**src/rtl/gba_video_pkg.sv**
```systemverilog
// rtl/gba_video_pkg.sv - shared GBA video timing constants and raster position type
package gba_video_pkg;
    localparam int GBA_H_ACTIVE = 240;
    localparam int GBA_V_ACTIVE = 160;
    localparam int GBA_H_TOTAL  = 308;
    localparam int GBA_V_TOTAL  = 228;
    localparam int GBA_H_W      = 9;
    localparam int GBA_V_W      = 8;

    typedef struct packed {
        logic [GBA_H_W-1:0] hcount;
        logic [GBA_V_W-1:0] vcount;
    } raster_pos_t;
endpackage

```
**src/rtl/gba_raster_driver_counter.sv**
```systemverilog
// rtl/gba_raster_driver_counter.sv - wrapping counter 0..MAX with enable and synchronous clear
module raster_counter #(
    parameter int WIDTH = 8,
    parameter int MAX   = 255
) (
    input  logic             clk,
    input  logic             rst_b,
    input  logic             en,
    input  logic             clear,
    output logic [WIDTH-1:0] count,
    output logic             last
);
    localparam logic [WIDTH-1:0] MAX_V = WIDTH'(MAX);

    logic [WIDTH-1:0] count_q;
    logic [WIDTH-1:0] count_d;

    assign last  = (count_q == MAX_V);
    assign count = count_q;

    always_comb begin
        count_d = count_q;
        if (clear) begin
            count_d = '0;
        end else if (en) begin
            count_d = last ? '0 : count_q + WIDTH'(1);
        end
    end

    always_ff @(posedge clk or negedge rst_b) begin
        if (!rst_b) begin
            count_q <= '0;
        end else begin
            count_q <= count_d;
        end
    end
endmodule

```
**src/rtl/gba_raster_driver.sv**
```systemverilog
// rtl/gba_raster_driver.sv - raster timing, status/irq strobes and framebuffer double-buffer select
module gba_raster_driver
    import gba_video_pkg::*;
#(
    parameter int H_ACTIVE  = GBA_H_ACTIVE,
    parameter int V_ACTIVE  = GBA_V_ACTIVE,
    parameter int H_TOTAL   = GBA_H_TOTAL,
    parameter int V_TOTAL   = GBA_V_TOTAL,
    parameter int CLK_DIV   = 4,
    parameter int H_W       = GBA_H_W,
    parameter int V_W       = GBA_V_W,
    parameter int ADDR_W    = 17,
    parameter int AUTO_SWAP = 0
) (
    input  logic              clk,
    input  logic              rst_b,
    input  logic              en,
    input  logic [V_W-1:0]    lyc,
    input  logic              swap_req,
    output logic              step,
    output logic [H_W-1:0]    hcount,
    output logic [V_W-1:0]    vcount,
    output logic              wen,
    output logic [ADDR_W-1:0] wr_addr,
    output logic              hblank,
    output logic              vblank,
    output logic              vmatch,
    output logic              hblank_irq,
    output logic              vblank_irq,
    output logic              vmatch_irq,
    output logic              frame_start,
    output logic              buf_sel,
    output logic              swap_pending,
    output logic              swap_done
);
    localparam int DIV_W = (CLK_DIV > 1) ? $clog2(CLK_DIV) : 1;

    if (H_TOTAL <= H_ACTIVE || V_TOTAL <= V_ACTIVE || CLK_DIV < 1 ||
        V_ACTIVE * H_ACTIVE > 2 ** ADDR_W ||
        H_TOTAL > 2 ** H_W || V_TOTAL > 2 ** V_W) begin : g_bad_params
        $error("gba_raster_driver: inconsistent timing or width parameters");
    end

    logic [DIV_W-1:0] div_cnt;
    logic             div_last, h_last, v_last, addr_last;
    logic             line_wrap, frame_wrap;
    logic [H_W-1:0]   h_next;
    logic [V_W-1:0]   v_next;
    logic             enter_vblank, do_swap;
    logic             unused_ok;

    logic hblank_irq_q, hblank_irq_d, vblank_irq_q, vblank_irq_d;
    logic vmatch_irq_q, vmatch_irq_d, frame_start_q, frame_start_d;
    logic buf_sel_q, buf_sel_d, swap_pending_q, swap_pending_d;
    logic swap_done_q, swap_done_d;

    assign step       = en && div_last;
    assign line_wrap  = step && h_last;
    assign frame_wrap = line_wrap && v_last;

    raster_counter #(.WIDTH(DIV_W), .MAX(CLK_DIV - 1)) u_div (
        .clk(clk), .rst_b(rst_b), .en(en), .clear(1'b0), .count(div_cnt), .last(div_last)
    );
    raster_counter #(.WIDTH(H_W), .MAX(H_TOTAL - 1)) u_hcount (
        .clk(clk), .rst_b(rst_b), .en(step), .clear(1'b0), .count(hcount), .last(h_last)
    );
    raster_counter #(.WIDTH(V_W), .MAX(V_TOTAL - 1)) u_vcount (
        .clk(clk), .rst_b(rst_b), .en(line_wrap), .clear(1'b0), .count(vcount), .last(v_last)
    );
    // Address only advances over visible pixels, so it parks at V_ACTIVE*H_ACTIVE through VBlank.
    raster_counter #(.WIDTH(ADDR_W), .MAX(2 ** ADDR_W - 1)) u_addr (
        .clk(clk), .rst_b(rst_b), .en(step && wen), .clear(frame_wrap),
        .count(wr_addr), .last(addr_last)
    );

    assign unused_ok = &{1'b0, div_cnt, addr_last};

    assign wen    = (hcount < H_W'(H_ACTIVE)) && (vcount < V_W'(V_ACTIVE));
    assign hblank = (hcount >= H_W'(H_ACTIVE));
    assign vblank = (vcount >= V_W'(V_ACTIVE));
    assign vmatch = (vcount == lyc);

    always_comb begin
        h_next         = h_last ? '0 : hcount + H_W'(1);
        v_next         = v_last ? '0 : vcount + V_W'(1);
        enter_vblank   = line_wrap && (v_next == V_W'(V_ACTIVE));
        do_swap        = enter_vblank && (swap_pending_q || swap_req || (AUTO_SWAP != 0));
        hblank_irq_d   = step && (h_next == H_W'(H_ACTIVE));
        vblank_irq_d   = enter_vblank;
        vmatch_irq_d   = line_wrap && (v_next == lyc);
        frame_start_d  = frame_wrap;
        swap_done_d    = do_swap;
        buf_sel_d      = buf_sel_q ^ do_swap;
        swap_pending_d = !do_swap && (swap_pending_q || swap_req);
    end

    always_ff @(posedge clk or negedge rst_b) begin
        if (!rst_b) begin
            hblank_irq_q   <= 1'b0;
            vblank_irq_q   <= 1'b0;
            vmatch_irq_q   <= 1'b0;
            frame_start_q  <= 1'b0;
            buf_sel_q      <= 1'b0;
            swap_pending_q <= 1'b0;
            swap_done_q    <= 1'b0;
        end else begin
            hblank_irq_q   <= hblank_irq_d;
            vblank_irq_q   <= vblank_irq_d;
            vmatch_irq_q   <= vmatch_irq_d;
            frame_start_q  <= frame_start_d;
            buf_sel_q      <= buf_sel_d;
            swap_pending_q <= swap_pending_d;
            swap_done_q    <= swap_done_d;
        end
    end

    assign hblank_irq   = hblank_irq_q;
    assign vblank_irq   = vblank_irq_q;
    assign vmatch_irq   = vmatch_irq_q;
    assign frame_start  = frame_start_q;
    assign buf_sel      = buf_sel_q;
    assign swap_pending = swap_pending_q;
    assign swap_done    = swap_done_q;
endmodule

```
**config.mk**
```make
export PLATFORM = sky130hd
export DESIGN_NAME = gba_raster_driver
export DESIGN_NICKNAME = d
export VERILOG_FILES = /design/src/rtl/gba_video_pkg.sv /design/src/rtl/gba_raster_driver_counter.sv /design/src/rtl/gba_raster_driver.sv
export SDC_FILE = /design/constraint.sdc
export NUM_CORES = 1
export LEC_CHECK = 0
export CORE_AREA = 5 5 79 81
export CTS_BUF_LIST = sky130_fd_sc_hd__clkbuf_4 sky130_fd_sc_hd__clkbuf_8 sky130_fd_sc_hd__clkbuf_16
export DETAILED_ROUTE_END_ITERATION = 10
export DIE_AREA = 0 0 84 86
export MAX_ROUTING_LAYER = met4
export PLACE_DENSITY = 0.79
export SLEW_MARGIN = 20
export SYNTH_ARGS = -nofsm -noshare
export SYNTH_HDL_FRONTEND = slang
export SYNTH_SLANG_ARGS = --single-unit
```
**constraint.sdc**
```tcl
create_clock -name clk -period 3.4 [get_ports clk]
set_input_delay 0.34 -clock clk [delete_from_list [all_inputs] [get_ports clk]]
set_output_delay 0.34 -clock clk [all_outputs]
set_load 0.01 [all_outputs]
```
==> results of run 1 <==
-- where the power goes --
part	switching [mW]	internal, mW	total (mW)
Clock	0.189	0.152	0.341
Sequential	0.0925	0.571	0.663
Combinational	0.202	0.191	0.393
-- cells in the final DEF (no fill, tap or decap), types with 2 or more instances in the layout --
cell type	instances
o211ai_1	3
ha_1	9
nand4b_1	3
or3_1	5
buf_4	3
xnor2_1	15
o21ai_0	10
nor4_1	7
nor3_1	8
and3_1	3
nor2_1	19
a31oi_1	8
and4_1	2
xor2_1	9
mux2_2	3
nand2_1	28
a21o_1	3
dfrtp_1	43
nand2b_1	7
a22o_1	3
o21a_1	2
inv_1	7
nand4_1	8
nor4_2	2
o31ai_1	7
clkdlybuf4s50_1	56
clkbuf_8	5
nand3_1	16
o21ai_1	15
a31o_1	2
a21oi_1	12
-- sequential cells by signal, indices dropped and copies added (netlist names) --
| register | flops |
|---|---|
| u_addr.count | 17 |
| u_hcount.count | 9 |
| u_vcount.count | 8 |
| u_div.count | 2 |
| buf_sel | 1 |
| frame_start | 1 |
| hblank_irq | 1 |
| swap_done | 1 |
| swap_pending | 1 |
| vblank_irq | 1 |
| vmatch_irq | 1 |
-- layer usage --
metal | vias up | routed length [um] | track usage [%]
met3 | 14 | 394 | 4.03
met4 | 0 | 128 | 7.02
met2 | 92 | 3250 | 31.1
met5 | - | 0 | -
met1 | 1196 | 2940 | 26.2
li1 | 1183 | - | -
-- metrics by stage --
stage	power (mW)	setup WS [ns]
2_1_floorplan	0.875	0.887
3_3_place_gp	1.05	0.730
3_5_place_dp	1.07	0.627
4_1_cts	1.41	0.595
5_1_grt	1.47	0.282
6_report	1.40	0.557
-- logic make-up after synthesis --
logic type / count (synthesis)
multiplexers: 3
AO/OA/AOI/OAI: 75
XOR/XNOR: 24
flip-flops: 43
buffers and inverters: 23
AND/OR/NAND/NOR: 118
adder cells (fa/ha/maj): 9
-- worst min path at each step --
stage                     cells after the start           endpoint  slack, ns     from
after floorplan                               0            buf_sel       0.04    rst_b
after global placement                        1            buf_sel       0.46  buf_sel
after detailed placement                      1            buf_sel       0.48  buf_sel
after CTS                                     1  u_hcount.count[0]       0.22    rst_b
after global routing                          1  u_vcount.count[0]       0.07    rst_b
final                                         1  u_hcount.count[6]       0.02    rst_b
-- worst reg2reg max path: stages (launching register included) --
cell,delay (ns)
dfrtp_1,0.45
ha_1,0.25
nand3_1,0.19
nor4_2,0.56
nand3_1,0.16
nor2_1,0.14
ha_1,0.17
or4_1,0.44
a21oi_1,0.09
o21ai_1,0.17
o31ai_1,0.10
-- cell type report --
class / count / area (um^2) / share of cell area, %
tap: 72 / 90.1 / 2.67
sequential: 43 / 1080 / 31.9
clock inverter: 2 / 12.5 / 0.371
timing repair buffer: 59 / 583 / 17.3
inverter: 8 / 30.0 / 0.892
clock buffer: 6 / 76.3 / 2.27
multi-input combinational: 229 / 1500 / 44.5
==> summary.md, run 1 <==
| Metric | Value |
|---|---|
| Outcome | completed |
| RSZ-0062 raised after global routing | false |
| Final core utilization | 62.3% |
| Total grt overflow | 0 |
| Synthesized cell area | 0.00269 mm^2 |
| Post-CTS sizing | 0 |
| Setup TNS | 0 ns |
| Post-synth top cells | 43 x dfrtp_1, 28 x nand2_1, 19 x nor2_1 |
| R2R Path End | u_addr.count[13] |
| Pin count of the biggest net entering global routing | 44 |
| Max FO, Critical Path | 15 |
| Largest family of logic cells by synthesized area | simple AND/OR/NAND/NOR gates |
| Slowest-stage cell, CP | nor4_2 |
| Post-synthesis simple-gate area fraction | 24.5% |
| Initial Util | 49.7% |
| CTS Buffer Depth | 2 |
| Pre-antenna DRT Iters | 4 |
| Seq/Total Area, Yosys | 40.0% |
| Worst path cell trace | ha_1 > nand3_1 > nor4_2 > nand3_1 > nor2_1 > ha_1 > or4_1 > a21oi_1 > o21ai_1 > o31ai_1 |
| Synth top area share | 40.0% |
| Adder-cell share of the synthesized area | 4.19% |
| Clock root buffer | clkbuf_8 |
| Maxcap violations | 0 |
| Die X | 84 um |
| Synth Instances | 295 |
| Initial antenna violation count | 0 |
| Layout cell share with drive strength beyond 1 | 6.63% |
| WHS | 0.0187 ns |
| Fmax | 352 MHz |
| Slew headroom | 44.1% |
| Aggregate global-route resource usage | 20.1% |
| Worst R2R Start | u_addr.count[0] |
| Crit path DAT | 3.02 ns |
| CORE AREA | 0.00541 mm^2 |
| Antenna-violating nets left | 0 |
| Post-route minimum period | 2.84 ns |
| Post-synthesis register bit count | 43 |
| Critical path class | flip-flop to flip-flop |
| Die Span Y | 86 um |
| Endpoints failing setup | 0 |
| Synth warn | 0 |
| FILL cells | 471 |
| CP endpoint | u_addr.count[13] |
| Total number of vias | 2485 |
| Top cells by area in the synthesized netlist | dfrtp_1 40%, xnor2_1 4.9%, ha_1 4.2% |
| Post-route cell area | 0.00337 mm^2 |
| Cts bufs inserted | 5 |
| CTS tree | done |
| Dpl hpwl | 4800 um |
| Worst vdd ir | 0.344 mV |
| CTS Hold Bufs | 0 |
| Io pins | 58 |
| Reg clk slew, reported paths | 0.09 ns |
| DR DRC count | 0 |
| Synthesis-to-layout area growth | 25.3% |
| PD cells | 415 mW/mm^2 |
| Leak | 1.33 nW |
| Vias in the first global route | 2411 |
| Placer congestion estimate | 0.869 |
| FFs w/ async S/R, synth | 100% |
| Slowest stage delay, CP | 0.56 ns |
| Worst-Skew Late Latency | 0.30 ns |
| Top-count cell post-synth | dfrtp_1 |
| Critical path launch point type | flip-flop |
| Wire per inst | 16.0 um |
| Syn avg cell area | 9.11 um^2 |
| Initial DRC Count | 260 |
| H-tree depth | 2 |
| Final hold vios | 0 |
| Multiplexer area fraction after synthesis | 1.26% |
| Delay-heaviest family, CP | simple AND/OR/NAND/NOR gates |
| Total stage count of the critical path | 10 |
| Reg2reg path depth | 10 |
| Synthesized net count | 316 |
| R2R setup slack | 0.56 ns |
| Crit share post-route | 83.6% |
| Port Buf Inserts | 57 |
| Die Area | 0.00722 mm^2 |
| CP Launch Point | u_addr.count[0] |
| Post-synth cell types | 53 |
| Max Transition Viols Final | 0 |
| Post-CTS setup buffer count | 0 |
| Least-Margin Pin Slew | 0.832 ns |
| Placed insts | 411 |
| Row Count | 27 |
| Final net count | 367 |
| XOR/XNOR share of the synthesized area | 7.82% |
| Critical path required time | 3.58 ns |
| Top cell type by total area after synthesis | dfrtp_1 |
| WP buf/inv | 0 |
| Compound-cell area share of the yosys netlist | 18.0% |
| Ant diodes | 0 |
| Vias per cell | 5.93 |
| CP Capture Type | flip-flop |
| Fin Clk Skew | 0.00711 ns |
| Post-synth EDFFs | 0 |
| Final wirelength | 6710 um |
| Synth Flop Type | dfrtp_1 |
| Hold WC Path Type | input pin to asynchronous set/reset pin |
| Clk sinks | 43 |
| Global-route wire length before repair | 11600 um |
| Final non-filler cell total | 419 |
| Area after DPL | 0.00328 mm^2 |
No activity file was read; power rests on OpenSTA's default activity.
==> inputs of run 2 (changes only) <==
- clock period: 3.4 -> 2.8 ns (I/O delays scaled with it)
==> run 2 against run 1 <==
Net effect:
- clock-buffer cell count did not move
- worst hold slack better by 0.11 ns
- final cell count increased by 1.7%
- clock power rose by 19%
- critical path type unchanged
- non-clock buffer count grew 7
- die area unchanged
- via count fell by 0.40%
==> summary.md, run 2 (synthesized netlist as in run 1, its figures left out) <==
| Metric | Value |
|---|---|
| Outcome | completed (unchanged) |
| Post-CTS sizing | 0 (unchanged) |
| H-tree depth | 2 (unchanged) |
| Vias in the first global route | 2378 (was 2411) |
| Row Count | 27 (unchanged) |
| Worst-Skew Late Latency | 0.30 ns (about the same) |
| Clock root buffer | clkbuf_8 (unchanged) |
| FILL cells | 466 (was 471) |
| Sequential Power Share | 47.1% (was 47.5%) |
| CTS Buffer Depth | 2 (unchanged) |
| Max Transition Viols Final | 0 (unchanged) |
| RSZ-0062 raised after global routing | false (unchanged) |
| CORE AREA | 0.00541 mm^2 (unchanged) |
| Synthesis-to-layout area growth | 27.3% (was 25.3%) |
| Die Span Y | 86 um (unchanged) |
| CP Capture Type | flip-flop (unchanged) |
| Final wirelength | 6900 um (was 6710 um) |
| Final net count | 374 (was 367) |
| Maxcap violations | 0 (unchanged) |
| Final non-filler cell total | 426 (was 419) |
| CTS tree | done (unchanged) |
| Clk sinks | 43 (unchanged) |
| Pre-antenna DRT Iters | 4 (unchanged) |
| Slowest stage delay, CP | 0.62 ns (was 0.56 ns) |
| Dpl hpwl | 5100 um (was 4800 um) |
| Commonest non-fill, non-tap cell in the layout | clkdlybuf4s50_1 (unchanged) |
| Multi-input logic area | 0.00150 mm^2 (about the same) |
| Comb pwr share | 29.0% (was 28.1%) |
| Antenna-violating nets left | 0 (unchanged) |
| Least-Margin Pin Slew | 0.958 ns (was 0.832 ns) |
| Aggregate global-route resource usage | 20.5% (was 20.1%) |
| Die Area | 0.00722 mm^2 (unchanged) |
| Initial DRC Count | 282 (was 260) |
| Sw Ratio | 34.0% (was 34.6%) |
| Max FO, Critical Path | 11 (was 15) |
| Total number of vias | 2475 (was 2485) |
| Setup TNS | 0 ns (unchanged) |
| Max reg flops | 17 (unchanged) |
| Placed insts | 418 (was 411) |
| Reg clk slew, reported paths | 0.08 ns (was 0.09 ns) |
| Placer congestion estimate | 0.921 (was 0.869) |
| Final hold vios | 0 (unchanged) |
| Crit share post-route | 91.2% (was 83.6%) |
| Clock power share | 23.9% (was 24.4%) |
| Vias per cell | 5.81 (was 5.93) |
| DR DRC count | 0 (unchanged) |
| Global-route wire length before repair | 11700 um (was 11600 um) |
| Initial antenna violation count | 0 (unchanged) |
| Fmax | 392 MHz (was 352 MHz) |
| Wire per inst | 16.2 um (was 16.0 um) |
| PD cells | 498 mW/mm^2 (was 415 mW/mm^2) |
| Total grt overflow | 0 (unchanged) |
| Critical path launch point type | flip-flop (unchanged) |
| Slowest-stage cell, CP | or4_4 (was nor4_2) |
| FF+latch area | 0.00108 mm^2 (unchanged) |
| Pin count of the biggest net entering global routing | 44 (unchanged) |
| Hold WC Path Type | input pin to asynchronous set/reset pin (unchanged) |
| Post-route minimum period | 2.55 ns (was 2.84 ns) |
| Initial Util | 49.7% (unchanged) |
| Worst vdd ir | 0.394 mV (was 0.344 mV) |
| Layout cell share with drive strength beyond 1 | 8.76% (was 6.63%) |
| Endpoints failing setup | 0 (unchanged) |
| Crit path DAT | 2.78 ns (was 3.02 ns) |
| Fin Clk Skew | 0.00682 ns (was 0.00711 ns) |
| Post-route cell area | 0.00342 mm^2 (was 0.00337 mm^2) |
| Worst path cell trace | ha_1 > nand3_1 > nor4_2 > nand3_1 > nor2_1 > ha_1 > or4_4 > or3_1 > a21oi_1 (was ha_1 > nand3_1 > nor4_2 > nand3_1 > nor2_1 > ha_1 > or4_1 > a21oi_1 > o21ai_1 > o31ai_1) |
| Ant diodes | 0 (unchanged) |
| Port Buf Inserts | 57 (unchanged) |
| Critical path class | flip-flop to flip-flop (unchanged) |
| Post-CTS setup buffer count | 0 (unchanged) |
| Sw power | 0.579 mW (was 0.483 mW) |
| Pint | 1.12 mW (was 0.914 mW) |
| Leak | 1.36 nW (was 1.33 nW) |
| Io pins | 58 (unchanged) |
| Die X | 84 um (unchanged) |
| CTS Hold Bufs | 0 (unchanged) |
| Critical path required time | 3.03 ns (was 3.58 ns) |
| Cts bufs inserted | 5 (unchanged) |
| Most frequent cells in the layout | 56 x clkdlybuf4s50_1, 43 x dfrtp_1, 28 x nand2_1, 19 x nor2_1, 16 x nand3_1 (unchanged) |
| Area after DPL | 0.00333 mm^2 (was 0.00328 mm^2) |
| Slew headroom | 36.1% (was 44.1%) |
run 2: changes by cell type in the layout (fill, tap and decap cells not counted):
cell,before,now
or4_1,1,0
buf_4,3,9
or4_4,1,2
buf_2,0,1
run 2: critical path: cells and delay by family (launching register included):
family | cells | cell delay, ns
AND/OR/NAND/NOR | 6 | 1.44
adder cells (fa/ha/maj) | 2 | 0.45
AO/OA/AOI/OAI | 1 | 0.15
flip-flops | 1 | 0.44
run 2: path summary, 6_finish.rpt:
kind | from | to | slack, ns | cells past startpoint
worst max-delay path | u_addr.count[0] | u_addr.count[11] | 0.25 | 9
worst max register to register | u_addr.count[0] | u_addr.count[11] | 0.25 | 9
max in group asynchronous | rst_b | u_hcount.count[2] | 2.08 | 1
min in group clk | buf_sel | buf_sel | 0.47 | 1
worst min register to register | buf_sel | buf_sel | 0.47 | 1
worst min-delay path | rst_b | u_hcount.count[1] | 0.12 | 1
run 2: cell type report:
cell class	instances	area share, %
Inverter	8	0.878
Sequential cell	43	31.4
Timing Repair Buffer	66	18.5
Multi-Input combinational cell	229	43.9
Tap cell	72	2.63
Clock inverter	2	0.366
Clock buffer	6	2.23
run 2: layer usage:
| metal | part of all wire [%] | vias to the layer above | GRT usage [%] |
|---|---|---|---|
| met5 | 0 | - | - |
| met2 | 50 | 85 | 31.3 |
| met3 | 5.3 | 16 | 4.32 |
| met4 | 2.2 | 0 | 7.60 |
| li1 | - | 1197 | - |
| met1 | 43 | 1177 | 27.0 |
run 2: through the flow:
stage | utilization (%) | power (mW) | hold WS (ns) | worst slack, ns
2_1_floorplan | - | 1.06 | -0.0156 | 0.287
3_3_place_gp | 61.6 | 1.28 | 0.455 | 0.262
3_5_place_dp | 61.6 | 1.30 | 0.461 | 0.148
4_1_cts | 63.2 | 1.71 | 0.163 | 0.121
5_1_grt | 63.3 | 1.82 | 0.200 | 0.119
6_report | 63.3 | 1.70 | 0.125 | 0.247
run 2: power by group through the flow:
stage	clock, mW	sequential [mW]	combinational, mW
after global placement	0	0.808	0.476
after detailed placement	0	0.813	0.491
final	0.407	0.802	0.493
after floorplan	0	0.813	0.249
after CTS	0.419	0.801	0.494
after global routing	0.450	0.821	0.550
